--- src/rtl/sw_debounce_if.sv ---
// Switch-bank bundle: raw switches in, debounced vector and change strobe out.
// Defining SW_DEBOUNCE_EDGE_EN adds the per-bit sw_rise/sw_fall strobes.
interface sw_debounce_if #(
  parameter int WIDTH = 4
);
  logic [WIDTH-1:0] sw;
  logic [WIDTH-1:0] sw_db;
  logic             sw_changed;
`ifdef SW_DEBOUNCE_EDGE_EN
  logic [WIDTH-1:0] sw_rise;
  logic [WIDTH-1:0] sw_fall;

  modport master (output sw, input sw_db, sw_changed, sw_rise, sw_fall);
  modport slave  (input sw, output sw_db, sw_changed, sw_rise, sw_fall);
`else
  modport master (output sw, input sw_db, sw_changed);
  modport slave  (input sw, output sw_db, sw_changed);
`endif
endinterface

--- src/rtl/sw_debounce.sv ---
// Two-flop synchronizer plus per-bit stability counter for a slide-switch bank.
// Optional SW_DEBOUNCE_EDGE_EN adds registered per-bit rise/fall commit strobes.
module sw_debounce #(
  parameter int WIDTH   = 4,
  parameter int CNT_MAX = 100000
) (
  input  logic         clk,
  input  logic         reset,
  sw_debounce_if.slave bus
);

  localparam int CNT_W = $clog2(CNT_MAX + 1);
  localparam logic [CNT_W-1:0] CNT_LAST = CNT_W'(CNT_MAX - 1);
  localparam logic [CNT_W-1:0] CNT_ONE  = CNT_W'(1);
  localparam logic [CNT_W-1:0] CNT_ZERO = CNT_W'(0);

  typedef enum logic {
    ST_IDLE  = 1'b0,
    ST_COUNT = 1'b1
  } state_e;

  logic [WIDTH-1:0]            sync1_r;
  logic [WIDTH-1:0]            sync2_r;
  logic [WIDTH-1:0]            db_r;
  logic                        changed_r;
  logic [WIDTH-1:0][CNT_W-1:0] cnt_r;
  logic [WIDTH-1:0][CNT_W-1:0] cnt_next_s;
  logic [WIDTH-1:0]            db_next_s;
  logic [WIDTH-1:0]            commit_s;
  state_e                      state_s [WIDTH];
`ifdef SW_DEBOUNCE_EDGE_EN
  logic [WIDTH-1:0]            rise_r;
  logic [WIDTH-1:0]            fall_r;
`endif

  // State register: synchronizer, counters and registered outputs.
  always_ff @(posedge clk or posedge reset) begin
    if (reset) begin
      sync1_r   <= {WIDTH{1'b0}};
      sync2_r   <= {WIDTH{1'b0}};
      db_r      <= {WIDTH{1'b0}};
      changed_r <= 1'b0;
      for (int i = 0; i < WIDTH; i++) begin
        cnt_r[i] <= CNT_ZERO;
      end
`ifdef SW_DEBOUNCE_EDGE_EN
      rise_r    <= {WIDTH{1'b0}};
      fall_r    <= {WIDTH{1'b0}};
`endif
    end else begin
      sync1_r   <= bus.sw;
      sync2_r   <= sync1_r;
      db_r      <= db_next_s;
      changed_r <= |commit_s;
      for (int i = 0; i < WIDTH; i++) begin
        cnt_r[i] <= cnt_next_s[i];
      end
`ifdef SW_DEBOUNCE_EDGE_EN
      rise_r    <= commit_s & sync2_r;
      fall_r    <= commit_s & ~sync2_r;
`endif
    end
  end

  // Next-state logic: a channel counts while sync2 disagrees with its output,
  // aborts to zero as soon as they agree again, and commits on the last count.
  always_comb begin
    for (int i = 0; i < WIDTH; i++) begin
      state_s[i]    = (sync2_r[i] != db_r[i]) ? ST_COUNT : ST_IDLE;
      cnt_next_s[i] = CNT_ZERO;
      db_next_s[i]  = db_r[i];
      commit_s[i]   = 1'b0;
      case (state_s[i])
        ST_IDLE: begin
          cnt_next_s[i] = CNT_ZERO;
        end
        ST_COUNT: begin
          if (cnt_r[i] == CNT_LAST) begin
            commit_s[i]   = 1'b1;
            db_next_s[i]  = sync2_r[i];
            cnt_next_s[i] = CNT_ZERO;
          end else begin
            cnt_next_s[i] = cnt_r[i] + CNT_ONE;
          end
        end
        default: begin
          cnt_next_s[i] = CNT_ZERO;
        end
      endcase
    end
  end

  // Output mapping: every output comes straight from a register.
  always_comb begin
    bus.sw_db      = db_r;
    bus.sw_changed = changed_r;
`ifdef SW_DEBOUNCE_EDGE_EN
    bus.sw_rise    = rise_r;
    bus.sw_fall    = fall_r;
`endif
  end

endmodule

--- src/flat_wrapper.sv ---
// flat-port wrapper written by rule: the top's interface ports become plain ports
module sw_debounce_flat 
#(
  parameter int WIDTH   = 4,
  parameter int CNT_MAX = 100000
)
  (clk, reset, bus_sw, bus_sw_db, bus_sw_changed);
  sw_debounce_if #(.WIDTH(WIDTH)) bus_i ();
  input  logic clk;
  input  logic reset;
  input wire logic [$bits(bus_i.sw)-1:0] bus_sw;
  output wire logic [$bits(bus_i.sw_db)-1:0] bus_sw_db;
  output wire logic [$bits(bus_i.sw_changed)-1:0] bus_sw_changed;
  assign bus_i.sw = bus_sw;
  assign bus_sw_db = bus_i.sw_db;
  assign bus_sw_changed = bus_i.sw_changed;
  sw_debounce #(.WIDTH(WIDTH), .CNT_MAX(CNT_MAX)) u_core (.clk(clk), .reset(reset), .bus(bus_i));
endmodule
--- config.mk ---
export PLATFORM = sky130hd
export DESIGN_NAME = sw_debounce_flat
export DESIGN_NICKNAME = d
export VERILOG_FILES = /design/src/rtl/sw_debounce_if.sv /design/src/rtl/sw_debounce.sv /design/src/flat_wrapper.sv
export SDC_FILE = /design/constraint.sdc
export NUM_CORES = 1
export LEC_CHECK = 0
export CORE_ASPECT_RATIO = 1.4
export CORE_MARGIN = 1
export CORE_UTILIZATION = 55
export DETAILED_ROUTE_END_ITERATION = 10
export GPL_TIMING_DRIVEN = 1
export PLACE_DENSITY = 0.72
export SLEW_MARGIN = 30
export SYNTH_ARGS = -nofsm -noshare
export SYNTH_HDL_FRONTEND = slang
export SYNTH_SLANG_ARGS = --single-unit
--- constraint.sdc ---
create_clock -name clk -period 2.2 [get_ports clk]
set_input_delay 0.22 -clock clk [delete_from_list [all_inputs] [get_ports clk]]
set_output_delay 0.22 -clock clk [all_outputs]
set_load 0.02 [all_outputs]
==> reports/metrics.csv <==
stage;metric;value;unit
status;status;complete, no violations;
synthesis;synth_commonest_cells;dfrtp_1, nor2_1, xor2_1;
worst_setup_path;r2r_slack;0.28;ns
synthesis;yosys.area_share.xor_xnor;14.1;%
job;max-cap-violations;0;
floorplan;die_x;72.2;µm
synthesis;yosysWarningCount;0;
placed_design;dp_hpwl;4.61;mm
power;power_density;640;mW/mm²
worst_setup_path;path_cells;or4_4, nor4_1, mux2_2;
synthesis;synth_top_family_by_area;simple AND/OR/NAND/NOR gates;
final_layout;fin_nets;392;
synthesis;synth_largest_area_cell;dfrtp_1;
clock_tree;cts.sinks;81;
floorplan;initial_core_util;57.4;%
synthesis;synth_simple_gate_area_share;25.7;%
synthesis;synth_edf_count;0;
synthesis;synth_most_common_cell;dfrtp_1;
floorplan;dieArea;0.00724;mm²
final_layout;nFillCells;531;
sta;hold_violations;0;
worst_setup_path;critPathSlowestCell;or4_4;
floorplan;fp.dieH;100;µm
global_route;grt_pass1_wl;11.6;mm
global_route;gr-total-overflow;0;
clock_tree;clock_path_buffers;2;
route;route.detailed.drc;0;
clock_tree;clkLatencyLatePin;0.35;ns
worst_setup_path;worstPathArrival;2.14;ns
worst_setup_path;start_kind;register;
global_route;grt_start_max_net_pins;35;
sta;rsz0062_at_grt;no;
min_path;hold_class;primary input to async pin;
route;vias;2708;
floorplan;io_pins;11;
synthesis;avgSynthCellArea;10.4;µm²
placed_design;gp_congestion;0.813;
synthesis;synth_nets;375;
route;post_drt_wl_per_cell;13.9;µm
synthesis;yosys.area_share.adder;1.32;%
power;power.leakage;1.75;nW
worst_setup_path;worstSetupEndpointType;register;
global_route;grt_pass1_vias;2623;
worst_setup_path;cpPeakStageDelay;0.58;ns
clock_tree;numCtsBuffers;9;
synthesis;async_flop_share;100;%
final_layout;regArea;0.00203;mm²
synthesis;synth_seq_area_share;53.4;%
clock_tree;htreeDepth;3;
sta;fin_skew;0.0115;ns
synthesis;mappedNetlistArea;0.00379;mm²
sta;finalCritPeriodShare;87.1;%
synthesis;synth_seq_cells;81;
worst_setup_path;crit_family;simple AND/OR/NAND/NOR gates;
final_layout;multi_input_area;0.00169;mm²
power;peakVddDrop;607;µV
worst_setup_path;r2r_end;u_core.bus.sw_db[0];
clock_tree;root_buffer;clkbuf_8;
synthesis;ys_types;31;
sta;worst_slew_pin_slew;0.470;ns
final_layout;syn2layout_area_growth;11.7;%
route;ant_nets;0;
synthesis;synth-compound-area-share;2.18;%
worst_setup_path;crit_type;register to register;
sta;setup_viol;0;
floorplan;core;0.00661;mm²
route;drt-initial-drc-count;169;
placed_design;portBuffers;10;
synthesis;netlist.area_leader.share;53.4;%
worst_setup_path;critPathBufInv;0;
route;wirelength;6.68;mm
clock_tree;clkTransAtPathRegs;0.09;ns
synthesis;synthTopCellsByArea;dfrtp_1, xor2_1, xnor2_1;
clock_tree;post_cts.repair.setup_buffers;0;
synthesis;synth.area.mux_share;1.19;%
floorplan;std_cell_rows;35;
route;dr.pass1.iters;4;
final_layout;layout-drive-gt1-share;8.01;%
sta;fin_crit;1.92;ns
clock_tree;cts_tree;done;
worst_setup_path;cp_max_fo;6;
sta;max_freq;522;MHz
worst_setup_path;rr_startpoint;u_core.cnt_r[5];
final_layout;diodes;0;
clock_tree;holdBufCountCts;0;
worst_setup_path;crit_required;2.43;ns
worst_setup_path;worstSetupStartpoint;u_core.cnt_r[5];
global_route;antenna_found_initial;0;
final_layout;fin_util;64.1;%
clock_tree;cts_resized;0;
synthesis;synthFlopType;dfrtp_1;
sta;final_max_slew_viol_count;0;
global_route;grtUsageTotal;20.9;%
route;viasPerCell;5.65;
synthesis;syn_inst;365;
sta;setup_tns;0;ns
sta;slew_headroom;68.6;%
worst_setup_path;r2r_cells;3;
-- final cells by class --
class / instances / area share [%]
Sequential cell: 81 / 47.8
Multi-Input combinational cell: 266 / 39.8
Timing Repair Buffer: 18 / 4.37
Clock buffer: 10 / 3.01
Tap cell: 92 / 2.72
Clock inverter: 6 / 1.62
Inverter: 6 / 0.620
-- metrics by stage --
| stage | total power (W) | setup slack [ns] | cell area [µm²] | cells | hold WS (ns) |
|---|---|---|---|---|---|
| 2_1_floorplan | 0.00163 | 0.390 | 3800 | 365 | 0.251 |
| 3_3_place_gp | 0.00167 | 0.315 | 4040 | 463 | 0.333 |
| 3_5_place_dp | 0.00168 | 0.297 | 4040 | 463 | 0.336 |
| 4_1_cts | 0.00274 | 0.280 | 4240 | 479 | 0.247 |
| 5_1_grt | 0.00282 | 0.155 | 4240 | 479 | 0.274 |
| 6_report | 0.00271 | 0.285 | 4240 | 479 | 0.243 |
-- where the power goes --
| part | internal, W | leakage, nW | switching [W] |
|---|---|---|---|
| clock network | 0.000529 | 0.0964 | 0.000537 |
| registers | 0.00151 | 1.10 | 0.0000235 |
| logic | 0.0000425 | 0.550 | 0.0000656 |
| total | 0.00208 | 1.75 | 0.000626 |
-- worst max-delay path by stage --
stage | end | depth (start not counted)
global placement | u_core.bus.sw_db[0] | 3
finish | u_core.bus.sw_db[0] | 3
global route | u_core.bus.sw_db[0] | 5
floorplan | u_core.cnt_r[13] | 4
CTS | u_core.bus.sw_db[0] | 3
detailed placement | u_core.bus.sw_db[0] | 3
-- worst register-to-register path, cell delays in order, from the launching register on --
cell and delay [ns]:
dfrtp_1 0.45, or4_4 0.58, nor4_1 0.39, mux2_2 0.38
-- per-layer routing --
metal	share of wire [%]	up-vias	global-route usage, %
li1	-	1308	-
met1	45	1338	27.0
met2	50	51	33.2
met3	2.8	11	2.81
met4	1.9	0	12.5
met5	0	-	0
-- layout by cell type (no fill, tap or decap) --
| master | Yosys | routed |
|---|---|---|
| mux2_2 | 4 | 4 |
| xnor2_1 | 29 | 29 |
| clkinv_4 | 0 | 3 |
| nand4_1 | 29 | 29 |
| inv_1 | 6 | 5 |
| clkinv_2 | 0 | 1 |
| buf_4 | 0 | 6 |
| and3_1 | 3 | 3 |
| nor2b_1 | 1 | 1 |
| xor2_1 | 32 | 32 |
| nor2_1 | 65 | 65 |
| and4b_1 | 1 | 1 |
| nor4bb_1 | 4 | 4 |
| a21oi_1 | 4 | 4 |
| a211o_1 | 1 | 1 |
| clkdlybuf4s50_1 | 0 | 10 |
| nor4b_1 | 2 | 2 |
| nand2_1 | 18 | 18 |
| nand3_1 | 20 | 20 |
| clkbuf_1 | 8 | 1 |
| or3_1 | 5 | 5 |
| bufinv_16 | 0 | 1 |
| or2_2 | 1 | 1 |
| nor3_1 | 8 | 8 |
| nor4_1 | 15 | 15 |
| ha_1 | 4 | 4 |
| nand2b_1 | 1 | 1 |
| clkinvlp_4 | 0 | 2 |
| clkbuf_8 | 0 | 9 |
| buf_12 | 0 | 2 |
| o22ai_1 | 1 | 1 |
| and2_1 | 2 | 2 |
| o21ai_0 | 4 | 4 |
| dfrtp_1 | 81 | 81 |
| and4_1 | 10 | 10 |
| o41ai_4 | 1 | 1 |
| or4_4 | 1 | 1 |
-- registers in the layout (all words and copies together), names as in the netlist --
| register | count |
|---|---|
| u_core.sync1_r | 4 |
| u_core.bus.sw_changed | 1 |
| u_core.cnt_r | 68 |
| u_core.bus.sw_db | 4 |
| u_core.sync2_r | 4 |
-- logic make-up (layout without fill, tap and decap cells) --
family	Yosys count	in the layout
AO/OA/AOI/OAI	11	11
XOR/XNOR	61	61
adder cells (fa/ha/maj)	4	4
buffers and inverters	18	40
flip-flops	81	81
multiplexers	4	4
AND/OR/NAND/NOR	186	186
Note: power is estimated with default switching activity, not from simulation.
